File: src/rtl/sha1_wb_pkg.sv
// Shared register map and codes for the SHA1 accelerator window; the
// accelerator and its bus host both import this.
package sha1_wb_pkg;
  localparam logic [31:0] OPS_OFF    = 32'h0000_0008;
  localparam logic [31:0] MSG_OFF    = 32'h0000_000C;
  localparam logic [31:0] DIGEST_OFF = 32'h0000_0010;

  localparam int OPS_ON    = 0;
  localparam int OPS_RESET = 1;
  localparam int OPS_PANIC = 2;
  localparam int OPS_DONE  = 3;

  localparam logic [31:0] CTRL_ID = 32'h5348_4131;

  typedef enum logic [1:0] {
    ERR_NONE        = 2'd0,
    ERR_ACK_TIMEOUT = 2'd1,
    ERR_POLL_LIMIT  = 2'd2
  } err_code_e;
endpackage

File: src/rtl/sha1_wb_host_if.sv
// Wishbone initiator-side bus bundle between the SHA1 host and the register target.
interface sha1_wb_host_if;
  logic        wbm_cyc_o;
  logic        wbm_stb_o;
  logic        wbm_we_o;
  logic [3:0]  wbm_sel_o;
  logic [31:0] wbm_adr_o;
  logic [31:0] wbm_dat_o;
  logic        wbm_ack_i;
  logic [31:0] wbm_dat_i;

  modport master (
    output wbm_cyc_o, wbm_stb_o, wbm_we_o, wbm_sel_o, wbm_adr_o, wbm_dat_o,
    input  wbm_ack_i, wbm_dat_i
  );
  modport slave (
    input  wbm_cyc_o, wbm_stb_o, wbm_we_o, wbm_sel_o, wbm_adr_o, wbm_dat_o,
    output wbm_ack_i, wbm_dat_i
  );
endinterface

File: src/rtl/sha1_wb_xfer.sv
// Single-transfer Wishbone initiator: one-cycle strobe, ack wait with timeout,
// and a guaranteed idle cycle after every transfer.
module sha1_wb_xfer #(
  parameter int ACK_TIMEOUT = 16
) (
  input  logic        wb_clk_i,
  input  logic        reset,
  input  logic        req,
  input  logic        we,
  input  logic [31:0] adr,
  input  logic [31:0] wdata,
  output logic [31:0] rdata,
  output logic        ack_done,
  output logic        timeout,
  sha1_wb_host_if.master wb
);
  localparam int TW = $clog2(ACK_TIMEOUT + 1);

  logic [TW-1:0] timer;

  // cyc doubles as the "transfer outstanding" state; acks outside it are ignored
  assign rdata    = wb.wbm_dat_i;
  assign ack_done = wb.wbm_cyc_o && wb.wbm_ack_i;
  assign timeout  = wb.wbm_cyc_o && !wb.wbm_ack_i && (timer == TW'(ACK_TIMEOUT));

  always_ff @(posedge wb_clk_i) begin
    if (reset) begin
      wb.wbm_cyc_o <= 1'b0;
      wb.wbm_stb_o <= 1'b0;
      wb.wbm_we_o  <= 1'b0;
      wb.wbm_sel_o <= 4'h0;
      wb.wbm_adr_o <= 32'h0;
      wb.wbm_dat_o <= 32'h0;
      timer        <= '0;
    end else if (!wb.wbm_cyc_o) begin
      timer <= '0;
      if (req) begin
        wb.wbm_cyc_o <= 1'b1;
        wb.wbm_stb_o <= 1'b1;
        wb.wbm_we_o  <= we;
        wb.wbm_sel_o <= 4'hF;
        wb.wbm_adr_o <= adr;
        wb.wbm_dat_o <= wdata;
      end
    end else begin
      // the target acts on every strobed cycle, so strobe never lasts past one
      wb.wbm_stb_o <= 1'b0;
      if (ack_done || timeout) begin
        wb.wbm_cyc_o <= 1'b0;
        wb.wbm_sel_o <= 4'h0;
      end else begin
        timer <= timer + 1'b1;
      end
    end
  end
endmodule

File: src/rtl/sha1_wb_host.sv
// Drives the SHA1 accelerator register window: ON, 16 message words,
// DONE polling and a 5-word digest read, with abort on bus or poll failure.
module sha1_wb_host
  import sha1_wb_pkg::*;
#(
  parameter logic [31:0] BASE_ADDRESS = 32'h3000_0024,
  parameter int          ACK_TIMEOUT  = 16,
  parameter int          POLL_LIMIT   = 1024
) (
  input  logic         wb_clk_i,
  input  logic         reset,
  input  logic         start,
  input  logic [511:0] msg_i,
  output logic         busy,
  output logic         done,
  output logic         error,
  output logic [1:0]   error_code,
  output logic [159:0] digest_o,
  sha1_wb_host_if.master wb
);
  localparam int PW = $clog2(POLL_LIMIT + 1);

  typedef enum logic [2:0] {S_IDLE, S_ON, S_MSG, S_POLL, S_DIG, S_FIN} state_e;

  state_e         st, nxt;
  logic [511:0]   msg_q;
  logic [159:0]   dig_q;
  logic [3:0]     idx;
  logic [PW-1:0]  poll_cnt;
  logic           req, we, ack_done, timeout;
  logic [31:0]    adr, wdata, rdata;
  logic           poll_abort;

  assign poll_abort = (st == S_POLL) && ack_done && !rdata[OPS_DONE] &&
                      (poll_cnt == PW'(POLL_LIMIT - 1));

  sha1_wb_xfer #(.ACK_TIMEOUT(ACK_TIMEOUT)) u_xfer (
    .wb_clk_i (wb_clk_i),
    .reset    (reset),
    .req      (req),
    .we       (we),
    .adr      (adr),
    .wdata    (wdata),
    .rdata    (rdata),
    .ack_done (ack_done),
    .timeout  (timeout),
    .wb       (wb)
  );

  always_ff @(posedge wb_clk_i) begin
    if (reset) st <= S_IDLE;
    else       st <= nxt;
  end

  // req stays up through a whole bus state; the transfer engine only takes it
  // when idle, so the next request lands in the gap cycle after each ack
  always_comb begin
    nxt   = st;
    req   = 1'b0;
    we    = 1'b0;
    adr   = BASE_ADDRESS + OPS_OFF;
    wdata = 32'h0;
    case (st)
      S_IDLE: if (start) nxt = S_ON;
      S_ON: begin
        req   = 1'b1;
        we    = 1'b1;
        wdata = 32'h1 << OPS_ON;
        if (ack_done) nxt = S_MSG;
      end
      S_MSG: begin
        req   = 1'b1;
        we    = 1'b1;
        adr   = BASE_ADDRESS + MSG_OFF;
        wdata = msg_q[{idx, 5'd0} +: 32];
        if (ack_done && idx == 4'd15) nxt = S_POLL;
      end
      S_POLL: begin
        req = 1'b1;
        if (ack_done && rdata[OPS_DONE]) nxt = S_DIG;
        else if (poll_abort)             nxt = S_IDLE;
      end
      S_DIG: begin
        req = 1'b1;
        adr = BASE_ADDRESS + DIGEST_OFF;
        if (ack_done && idx == 4'd4) nxt = S_FIN;
      end
      S_FIN:   nxt = S_IDLE;
      default: nxt = S_IDLE;
    endcase
    if (timeout) nxt = S_IDLE;
  end

  always_ff @(posedge wb_clk_i) begin
    if (reset) begin
      busy       <= 1'b0;
      done       <= 1'b0;
      error      <= 1'b0;
      error_code <= ERR_NONE;
      digest_o   <= '0;
      dig_q      <= '0;
      msg_q      <= '0;
      idx        <= '0;
      poll_cnt   <= '0;
    end else begin
      case (st)
        S_IDLE: if (start) begin
          msg_q      <= msg_i;
          busy       <= 1'b1;
          done       <= 1'b0;
          error      <= 1'b0;
          error_code <= ERR_NONE;
          idx        <= '0;
          poll_cnt   <= '0;
        end
        S_MSG:  if (ack_done) idx <= idx + 1'b1;  // wraps to 0 for the digest reads
        S_POLL: if (ack_done && !rdata[OPS_DONE]) poll_cnt <= poll_cnt + 1'b1;
        S_DIG: if (ack_done) begin
          dig_q[{idx[2:0], 5'd0} +: 32] <= rdata;
          idx <= idx + 1'b1;
        end
        S_FIN: begin
          // staged so an abort mid-readback leaves the previous digest visible
          digest_o <= dig_q;
          done     <= 1'b1;
          busy     <= 1'b0;
        end
        default: ;
      endcase
      if (timeout || poll_abort) begin
        busy       <= 1'b0;
        error      <= 1'b1;
        error_code <= timeout ? ERR_ACK_TIMEOUT : ERR_POLL_LIMIT;
      end
    end
  end
endmodule

File: src/flat_wrapper.sv
// flat-port wrapper written by rule: the top's interface ports become plain ports
module sha1_wb_host_flat import sha1_wb_pkg::*;
#(
  parameter logic [31:0] BASE_ADDRESS = 32'h3000_0024,
  parameter int          ACK_TIMEOUT  = 16,
  parameter int          POLL_LIMIT   = 1024
)
  (wb_clk_i, reset, start, msg_i, busy, done, error, error_code, digest_o, wb_wbm_cyc_o, wb_wbm_stb_o, wb_wbm_we_o, wb_wbm_sel_o, wb_wbm_adr_o, wb_wbm_dat_o, wb_wbm_ack_i, wb_wbm_dat_i);
  sha1_wb_host_if wb_i ();
  input  logic wb_clk_i;
  input  logic reset;
  input  logic start;
  input  logic [511:0] msg_i;
  output logic busy;
  output logic done;
  output logic error;
  output logic [1:0] error_code;
  output logic [159:0] digest_o;
  output wire logic [$bits(wb_i.wbm_cyc_o)-1:0] wb_wbm_cyc_o;
  output wire logic [$bits(wb_i.wbm_stb_o)-1:0] wb_wbm_stb_o;
  output wire logic [$bits(wb_i.wbm_we_o)-1:0] wb_wbm_we_o;
  output wire logic [$bits(wb_i.wbm_sel_o)-1:0] wb_wbm_sel_o;
  output wire logic [$bits(wb_i.wbm_adr_o)-1:0] wb_wbm_adr_o;
  output wire logic [$bits(wb_i.wbm_dat_o)-1:0] wb_wbm_dat_o;
  input wire logic [$bits(wb_i.wbm_ack_i)-1:0] wb_wbm_ack_i;
  input wire logic [$bits(wb_i.wbm_dat_i)-1:0] wb_wbm_dat_i;
  assign wb_wbm_cyc_o = wb_i.wbm_cyc_o;
  assign wb_wbm_stb_o = wb_i.wbm_stb_o;
  assign wb_wbm_we_o = wb_i.wbm_we_o;
  assign wb_wbm_sel_o = wb_i.wbm_sel_o;
  assign wb_wbm_adr_o = wb_i.wbm_adr_o;
  assign wb_wbm_dat_o = wb_i.wbm_dat_o;
  assign wb_i.wbm_ack_i = wb_wbm_ack_i;
  assign wb_i.wbm_dat_i = wb_wbm_dat_i;
  sha1_wb_host #(.BASE_ADDRESS(BASE_ADDRESS), .ACK_TIMEOUT(ACK_TIMEOUT), .POLL_LIMIT(POLL_LIMIT)) u_core (.wb_clk_i(wb_clk_i), .reset(reset), .start(start), .msg_i(msg_i), .busy(busy), .done(done), .error(error), .error_code(error_code), .digest_o(digest_o), .wb(wb_i));
endmodule
File: config.mk
export PLATFORM = sky130hd
export DESIGN_NAME = sha1_wb_host_flat
export DESIGN_NICKNAME = d
export VERILOG_FILES = /design/src/rtl/sha1_wb_pkg.sv /design/src/rtl/sha1_wb_host_if.sv /design/src/rtl/sha1_wb_xfer.sv /design/src/rtl/sha1_wb_host.sv /design/src/flat_wrapper.sv
export SDC_FILE = /design/constraint.sdc
export NUM_CORES = 2
export LEC_CHECK = 0
export CELL_PAD_IN_SITES_DETAIL_PLACEMENT = 1
export CELL_PAD_IN_SITES_GLOBAL_PLACEMENT = 2
export CORE_ASPECT_RATIO = 0.5
export CORE_MARGIN = 2
export CORE_UTILIZATION = 29
export DETAILED_ROUTE_END_ITERATION = 10
export PLACE_DENSITY_LB_ADDON = 0.1
export SETUP_SLACK_MARGIN = 0.3
export SLEW_MARGIN = 25
export SYNTH_ARGS = -nofsm -noshare
export SYNTH_HDL_FRONTEND = slang
export SYNTH_SLANG_ARGS = --single-unit
File: constraint.sdc
create_clock -name wb_clk_i -period 3.5 [get_ports wb_clk_i]
set_input_delay 0.7 -clock wb_clk_i [delete_from_list [all_inputs] [get_ports wb_clk_i]]
set_output_delay 0.7 -clock wb_clk_i [all_outputs]
set_load 0.03 [all_outputs]
# Word-level counts from Yosys, hierarchy flattened
# Cells that the tools add are included.
[classes] eq_ne=17 reduce_logical=37 mux=34 shift=3 addsub=4 n_bitwise=1
[ops] cell="variable part select 512 x 10 -> 32 bit" count=1
[ops] cell="bitwise mux 160 bit" count=1
[ops] cell="variable shift 32 x 10 -> 160 bit (first input constant)" count=1
[ops] cell="variable part select 32 x 10 -> 160 bit" count=1
[ops] cell="one-hot mux 32 bit (2 select lines)" count=1
[ops] cell="two-way mux 11 bit" count=2
[ops] cell="one-hot mux 11 bit (2 select lines)" count=1
[ops] cell="two-way mux 4 bit" count=5
[ops] cell="two-way mux 3 bit" count=6
[ops] cell="one-hot mux 3 bit (5 select lines)" count=1
[ops] cell="AND reduction 2 bit" count=6
[ops] cell="nonzero test 2 bit" count=6
[ops] cell="OR reduction 2 bit" count=6
[ops] cell="adder 11 x 1 -> 11 bit (second input constant)" count=1
[ops] cell="== test 11 x 10 -> 1 bit (second input constant)" count=1
[ops] cell="logical AND 1 bit" count=10
[ops] cell="inequality test 2 x 1 -> 1 bit (second input constant)" count=5
[ops] cell="negation 8 -> 10 bit" count=1
[ops] cell="one-hot mux 5 bit (2 select lines)" count=1
[ops] cell="two-way mux 1 bit" count=9
[ops] cell="two-way mux 2 bit" count=4
[ops] cell="one-hot mux 4 bit (2 select lines)" count=1
[ops] cell="== test 3 x 2 -> 1 bit (second input constant)" count=2
[ops] cell="== test 3 bit (second input constant)" count=2
[ops] cell="other kinds (16)" count=21
[totals] word_cells=113 ff_bits=931

# Longest topological paths before layout
[logic_depth] ltp_word=7 depth_mapped=12 ltp_nobuf=7

# Cells and area by module
# Synthesis repeated with hierarchy kept, for this count alone.
[unflattened] cells_unflattened=4415 hier_area_um2=36799.0
[modules_own_cells] mod="sha1_wb_host" cells_each=4057 instances=1 area_per_inst_um2=33941.3 seq_area_each_um2=17116.4
[modules_own_cells] mod="sha1_wb_xfer" cells_each=358 instances=1 area_per_inst_um2=2857.7 seq_area_each_um2=1461.4

# Least setup slack after synthesis
# No wires, ideal clock.
[synth_timing] path_type="reg2reg" from="reg u_core.idx[1]" to="reg u_core.dig_q[22]" synth_period_minus_slack_ns=2.780 t_arrival_ns=2.648 path_stages_with_launch=11 path_slack_ns=0.720 path_buffers=4 cell_sequence="dfxtp_1 -> buf_2 -> buf_2 -> inv_1 -> clkbuf_1 -> ha_1 -> ha_1 -> or4b_1 -> clkbuf_1 -> o21ai_0 -> a21oi_1"
[synth_between] elab_chain_len=3 word_cells_on_any_way=4 classes_between="add/sub: 1; shift: 2; mux: 1"
[synth_lines] item="start, declared" line_no="sha1_wb_host.sv:28" text="logic [3:0] idx;"
[synth_lines] item="start signal, assigned" line_no="sha1_wb_host.sv:116" text="S_MSG: if (ack_done) idx <= idx + 1'b1;"
[synth_lines] item="start signal, assigned" line_no="sha1_wb_host.sv:120" text="idx <= idx + 1'b1;"
[synth_lines] item="negation 8 -> 10 bit (*)" line_no="sha1_wb_host.sv:119" text="dig_q[{idx[2:0], 5'd0} +: 32] <= rdata;"
[synth_lines] item="variable part select 32 x 10 -> 160 bit / variable shift 32 x 10 -> 160 bit (equally long branches)" line_no="sha1_wb_host.sv:119"
[synth_lines] item="bitwise mux 160 bit (*)" line_no="sha1_wb_host.sv:119"
[synth_lines] item="end signal, assigned by index" line_no="sha1_wb_host.sv:119"
[synth_lines] item="end, declared" line_no="sha1_wb_host.sv:27" text="logic [159:0] dig_q;"
# Mark *: on every way between the ends. The rest lies on a longest branch, timed or not.
# A chain may end at the register's enable or synchronous reset.

# Worst setup path after layout
[layout_timing] from="reg u_core.idx[1]" to="reg u_core.dig_q[143]"
# Same word-level chain as after synthesis.

==> impl_metrics.csv <==
group,metric,value,unit
clock_network,cts_made_buffers,88,
logic_synthesis,synth_cell_types,52,
clock_network,clock_latency,0.69,ns
place,gp_congestion,0.824,
drt,drc_errors,0,
global_routing,antenna_found_initial,21,
clock_network,clock_sinks,900,
place,portBuffers,757,
clock_network,postCtsSetupRepairBufs,0,
drt,wire_per_inst,22.7,um
logic_synthesis,synth_flop_cell,"dfxtp_1",
logic_synthesis,syn-instance-count,4337,
power_and_ir_drop,p_leak,16.3,nW
setup_path,slowest_stage,"dfxtp_4",
drt,vias_per_cell,4.93,
drt,detail-route-antenna-nets,0,
floorplanning,ios,784,
logic_synthesis,synth_top_family_by_area,"simple AND/OR/NAND/NOR gates",
global_routing,grt.total_usage,0.231,
clock_network,cts.path.max_buffers,3,
logic_synthesis,ys_warn_count,0,
floorplanning,floorplan.initialDensity,0.294,
clock_network,cts_tree,"built",
layout,fin_area,47400,um2
clock_network,root_buffer,"clkbuf_16",
power_and_ir_drop,ir_drop,310,uV
sta,fin_tns_setup,0,ns
sta,slew_headroom,0.409,
floorplanning,dieHeight,252,um
flow_run,drv_cap,0,
layout,fillCellCount,14100,
global_routing,overflow,0,
sta,tightestPinTransition,0.886,ns
layout,finish.utilization,0.391,
sta,finalHoldViolCount,0,
power_and_ir_drop,power.density,556,nW/um2
min_path,hold_start,"reset",
drt,vias,32400,
setup_path,path_class,"flip-flop to flip-flop",
sta,rsz0062_at_grt,"false",
logic_synthesis,synthTopCellsByArea,"dfxtp_1 51%, nand2_1 17%, a21oi_1 12%",
logic_synthesis,synth_commonest_cells,"1587 x nand2_1, 900 x dfxtp_1, 858 x a21oi_1, 266 x clkbuf_1, 129 x mux4_2",
sta,fmax,0.356,GHz
setup_path,critPathLaunch,"u_core.idx[1]$_SDFFE_PP0P_",
logic_synthesis,synth_most_common_cell,"nand2_1",
setup_path,cp.arrival,3.35,ns
sta,finalCritPeriodShare,0.803,
place,post-dp-hpwl,106000,um
logic_synthesis,ys_seq_area_frac,0.506,
layout,fin_cells,6577,
setup_path,cp.required,4.04,ns
logic_synthesis,synth.largest_area_cell,"dfxtp_1",
clock_network,path_clk_slew,0.07,ns
floorplanning,dieWidth,499,um
setup_path,cp-start-kind,"flip-flop",
logic_synthesis,synth-seq-cells,900,
clock_network,cts_resized,0,
logic_synthesis,synth.top_cell.area_share,0.506,
sta,finalSetupViolations,0,
drt,wl,149000,um
sta,period_minus_slack,2.81,ns
layout,drive_gt1_frac,0.0723,
sta,skew,0.0239,ns
logic_synthesis,synth_compound_area_frac,0.150,
clock_network,cts_hold_buf,0,
setup_path,slowest_delay,0.57,ns
logic_synthesis,synthSimpleGateAreaFrac,0.208,
layout,syn2layout_area_growth,33.2,%
sta,slew_viol_final,0,
status,outcome,"finished clean",
floorplanning,die_area,126000,um2
power_and_ir_drop,power,26.4,mW
setup_path,path_delay_family,"adder cells",
logic_synthesis,synth_mux_area_frac,0.0825,
floorplanning,core_area,121000,um2
place,dp_cells,6405,
setup_path,worstPathMaxFanout,64,
global_routing,grt_pass1_wl,219000,um
layout,nets,5441,
clock_network,htreeDepth,3,
setup_path,path_common_cell,"ha_1",
logic_synthesis,syn_area_per_cell,8.21,um2
drt,firstDrtPassIters,5,
logic_synthesis,synth-edff-count,0,
setup_path,rr_startpoint,"u_core.idx[1]$_SDFFE_PP0P_",
logic_synthesis,yosys.area_share.adder,0.00211,
drt,drt_iter0_drc,2119,
global_routing,grt_pass1_vias,33200,
place,placed_area,44400,um2
setup_path,cp_num_buf_inv,2,
setup_path,path_cells,"inv_1 > ha_1 > ha_1 > nand2b_1 > or3_2 > buf_4 > o21ai_0 > a21oi_1",
logic_synthesis,synth_area,35600,um2
logic_synthesis,async_reset_ff_frac,0,
global_routing,grt_max_degree,231,
min_path,hp-class,"primary input to flip-flop",
logic_synthesis,synth-xor-area-share,0.00197,
floorplanning,std_cell_rows,90,
setup_path,end_kind,"flip-flop",
-- where the power goes --
group,total [mW],switching (mW),internal (mW)
logic,4.92,3.02,1.89
clock network,9.80,4.34,5.45
registers,11.7,0.505,11.2
total,26.4,7.87,18.5
-- flip-flops by register name, summed over array words and instances, names as in the netlist, 3 cells and up --
| name | cells |
|---|---|
| u_core.msg_q | 512 |
| u_core.dig_q | 160 |
| u_core.digest_o | 160 |
| u_core.u_xfer.wb.wbm_dat_o | 32 |
| u_core.poll_cnt | 11 |
| u_core.u_xfer.timer | 5 |
| u_core.idx | 4 |
| u_core.u_xfer.wb.wbm_adr_o | 4 |
| u_core.st | 3 |
-- layout make-up --
cell class                 instances  area [um2]  share of cell area
antenna                           13        32.5            0.000686
multi-input combinational       3058       16000               0.338
inverter                          12        45.0            0.000950
clock inverter                    28         289             0.00609
tap                             1610        2010              0.0425
timing repair buffer             827        8400               0.177
sequential                       900       18000               0.380
clock buffer                     129        2600              0.0548
-- kinds of logic after synthesis --
logic type | after synthesis
compound gates | 1020
flops | 900
buf+inv | 404
fa+ha+maj | 6
xor+xnor | 8
other cells | 1
simple gates | 1866
mux | 132
-- placed cells by master, fill, tap and decap left out, types with 6 or more instances in the layout --
| cell | netlist | final |
|---|---|---|
| a21oi_1 | 858 | 858 |
| or4_1 | 8 | 8 |
| nor3_1 | 34 | 34 |
| clkdlybuf4s50_1 | 0 | 756 |
| ha_1 | 6 | 6 |
| nor2_1 | 79 | 79 |
| a221o_1 | 31 | 31 |
| xnor2_1 | 6 | 6 |
| dfxtp_1 | 900 | 897 |
| nand2b_1 | 9 | 9 |
| conb_1 | 1 | 26 |
| diode_2 | 0 | 13 |
| o21ai_0 | 101 | 101 |
| clkinv_2 | 0 | 18 |
| o21ai_1 | 6 | 6 |
| nand2_1 | 1587 | 1587 |
| o31ai_1 | 8 | 8 |
| buf_12 | 0 | 20 |
| mux4_2 | 129 | 129 |
| buf_4 | 32 | 47 |
| nand4_1 | 8 | 8 |
| clkbuf_1 | 266 | 18 |
| nand3_1 | 104 | 103 |
| clkbuf_8 | 0 | 22 |
| inv_1 | 12 | 12 |
| clkbuf_16 | 0 | 89 |
-- through the flow --
step	hold slack (ns)	worst slack [ns]
2_1_floorplan	0.428	0.720
3_3_place_gp	0.434	0.610
3_5_place_dp	0.441	0.560
4_1_cts	0.314	0.641
5_1_grt	0.357	0.465
6_report	0.362	0.690
-- per-layer routing --
layer | track usage | share of wire | up-vias
met3 | 0.0383 | 0.040 | 176
met4 | 0.0635 | 0.025 | 8
li1 | - | - | 15600
met1 | 0.297 | 0.44 | 16100
met2 | 0.402 | 0.50 | 579
met5 | 0 | 0.00035 | -
-- final timing paths --
path,end,slack (ns),cells past startpoint
setup / recovery,u_core.dig_q[143]$_SDFFE_PP0P_,0.69,8
hold / removal,u_core.digest_o[99]$_SDFFE_PP0P_,0.36,2
setup reg to reg,u_core.dig_q[143]$_SDFFE_PP0P_,0.69,8
hold reg to reg,u_core.digest_o[106]$_SDFFE_PP0P_,0.44,2
-- worst register-to-register path, stage by stage, from the launching register on --
cell	delay (ns)
dfxtp_4	0.57
inv_1	0.11
ha_1	0.26
ha_1	0.41
nand2b_1	0.14
or3_2	0.42
buf_4	0.34
o21ai_0	0.31
a21oi_1	0.10
Note: power is estimated with default switching activity, not from simulation.
==> edit (same flow settings) <==
Put one more register stage on the output `digest_o`, with the module's reset. The value now appears one clock later. The other outputs are not delayed to match.
--- a/src/rtl/sha1_wb_host.sv
+++ b/src/rtl/sha1_wb_host.sv
@@ -21,6 +21,8 @@
   localparam int PW = $clog2(POLL_LIMIT + 1);
 
   typedef enum logic [2:0] {S_IDLE, S_ON, S_MSG, S_POLL, S_DIG, S_FIN} state_e;
+
+  logic [159:0] digest_s0;
 
   state_e         st, nxt;
   logic [511:0]   msg_q;
@@ -97,7 +99,7 @@
       done       <= 1'b0;
       error      <= 1'b0;
       error_code <= ERR_NONE;
-      digest_o   <= '0;
+      digest_s0  <= '0;
       dig_q      <= '0;
       msg_q      <= '0;
       idx        <= '0;
@@ -121,7 +123,7 @@
         end
         S_FIN: begin
           // staged so an abort mid-readback leaves the previous digest visible
-          digest_o <= dig_q;
+          digest_s0 <= dig_q;
           done     <= 1'b1;
           busy     <= 1'b0;
         end
@@ -134,5 +136,13 @@
       end
     end
   end
+  always_ff @(posedge wb_clk_i) begin
+    if (reset) begin
+      digest_o <= '0;
+    end else begin
+      digest_o <= digest_s0;
+    end
+  end
+
 endmodule
 
Function: not settled (the Yosys comparison gave no result); the edit may change what the design does.
==> edit against the unedited design <==
Hold slack gained 23 ps; sequential power up 19%; non-clock buffer count down 5; area after synthesis is 8.7% higher; worst setup slack lost 88 ps; highest routed layer unchanged; design area rose by 8.7%; count of clock-buffer cells in the layout increased by 19; power up 18%; sequential cell count up 160; wire length barely moved; critical path depth is the same; clock power is 18% higher; utilization fell by 0.090 points.
==> edit: results (changes against the unedited design) <==
| Metric | Value |
|---|---|
| First-pass GRT wire length | `219 mm (about the same)` |
| R2R Setup Slk | `600 ps (was 690 ps)` |
| Leakage | `18.9 nW (was 16.3 nW)` |
| Crit path DAT | `3460 ps (was 3350 ps)` |
| Iteration-0 DRC Markers | `1658 (was 2119)` |
| Vias in the first global route | `32700 (was 33200)` |
| M1 WL | `63.1 mm (was 65.5 mm)` |
| Top Family by Delay on Critical Path | `simple AND/OR/NAND/NOR gates (was adder cells)` |
| Fin crit period | `2900 ps (was 2810 ps)` |
| Largest net degree at the start of global routing | `211 (was 231)` |
| Post-Synth Adder-Cell Area | `0.194% (was 0.211%)` |
| Layout cell share with drive strength beyond 1 | `7.75% (was 7.23%)` |
| DRT Pass-1 Iters | `4 (was 5)` |
| Reg-to-reg endpoint | `u_core.dig_q[34] (was u_core.dig_q[143])` |
| Clock-net power | `0.0116 W (was 0.00980 W)` |
| Netlist cell types | `50 (was 52)` |
| Final #Nets | `5342 (was 5441)` |
| Outcome | `completed (unchanged)` |
| Met2 Use GR | `37.6% (was 40.2%)` |
| Met3 wire length | `5.83 mm (was 5.98 mm)` |
| Mux contribution to synthesized area | `9.16% (was 8.25%)` |
| Postcts setup bufs | `0 (unchanged)` |
| End of the critical path | `u_core.dig_q[34] (was u_core.dig_q[143])` |
| Largest stage delay on the critical path | `630 ps (was 570 ps)` |
| Met2 WL post-DR | `76.2 mm (was 74.1 mm)` |
| GRT Util Overall | `21.4% (was 23.1%)` |
| Commonest cells post-synth | `1363 x nand2_1, 1060 x dfxtp_1, 686 x a21oi_1 (was 1587 x nand2_1, 900 x dfxtp_1, 858 x a21oi_1)` |
| Switching Share | `29.6% (was 29.9%)` |
| Top cells by area, synth | `dfxtp_1 55%, nand2_1 13%, a21oi_1 8.9%, mux4_2 7.5%, o22a_1 3.6% (was dfxtp_1 51%, nand2_1 17%, a21oi_1 12%, mux4_2 8.2%, clkbuf_1 2.8%)` |
| Cells resized by post-CTS repair | `0 (unchanged)` |
| # fillers | `14800 (was 14100)` |
| CTS buffer count | `102 (was 88)` |
| Min Hold Slack | `385 ps (was 362 ps)` |
| Worst skew pair latency | `720 ps (was 690 ps)` |
| Internal Pwr Total | `0.0220 W (was 0.0185 W)` |
| Hold Path Sink | `u_core.u_xfer.wb.wbm_adr_o[28] (was u_core.digest_o[99])` |
| Least-Margin Pin Slew | `914 ps (was 886 ps)` |
| GPL Wtd Cong | `0.808 (was 0.824)` |
| Final Skew | `27.9 ps (was 23.9 ps)` |
| Met1 Use GR | `26.0% (was 29.7%)` |
| Seq. pwr | `0.0139 W (was 0.0117 W)` |
| M3 GR Usage | `4.14% (was 3.83%)` |
| Maximum fanout along the worst path | `32 (was 64)` |
| Sequential area share after synthesis | `54.8% (was 50.6%)` |
| Max VDD drop | `0.431 mV (was 0.310 mV)` |
| Post-Place Worst Slack | `478 ps (was 560 ps)` |
| Worst Setup SP | `u_core.idx[0] (was u_core.idx[1])` |
| Initial antenna violation count | `39 (was 21)` |
| Hpwl dp | `105 mm (was 106 mm)` |
| Vias/cell | `4.76 (was 4.93)` |
## edit: changes by cell type after synthesis, sizes merged, moves of 96 or more
cell and change:
nand2 -224, a21oi -172, dfxtp +160, nor2b +160, o22a +160, o21ai -97
nand3 -96
## edit: stage by stage
stage	cells	utilization, %	area [sq um]
after detailed placement	6459	36.4	48000
after floorplan	4227	-	38800
final	6665	39.1	51500
after CTS	6641	39.0	51400
after global placement	6459	36.4	48000
after global routing	6663	39.0	51500
## edit: final cells by class
class / instances / area (sq um) / area share [%]
Antenna cell: 23 / 57.6 / 0.112
Clock buffer: 148 / 2990 / 5.79
Clock inverter: 34 / 473 / 0.918
Inverter: 10 / 40.0 / 0.0777
Multi-Input combinational cell: 2792 / 16000 / 31.1
Sequential cell: 1060 / 21200 / 41.2
Tap cell: 1776 / 2220 / 4.31
Timing Repair Buffer: 822 / 8500 / 16.5
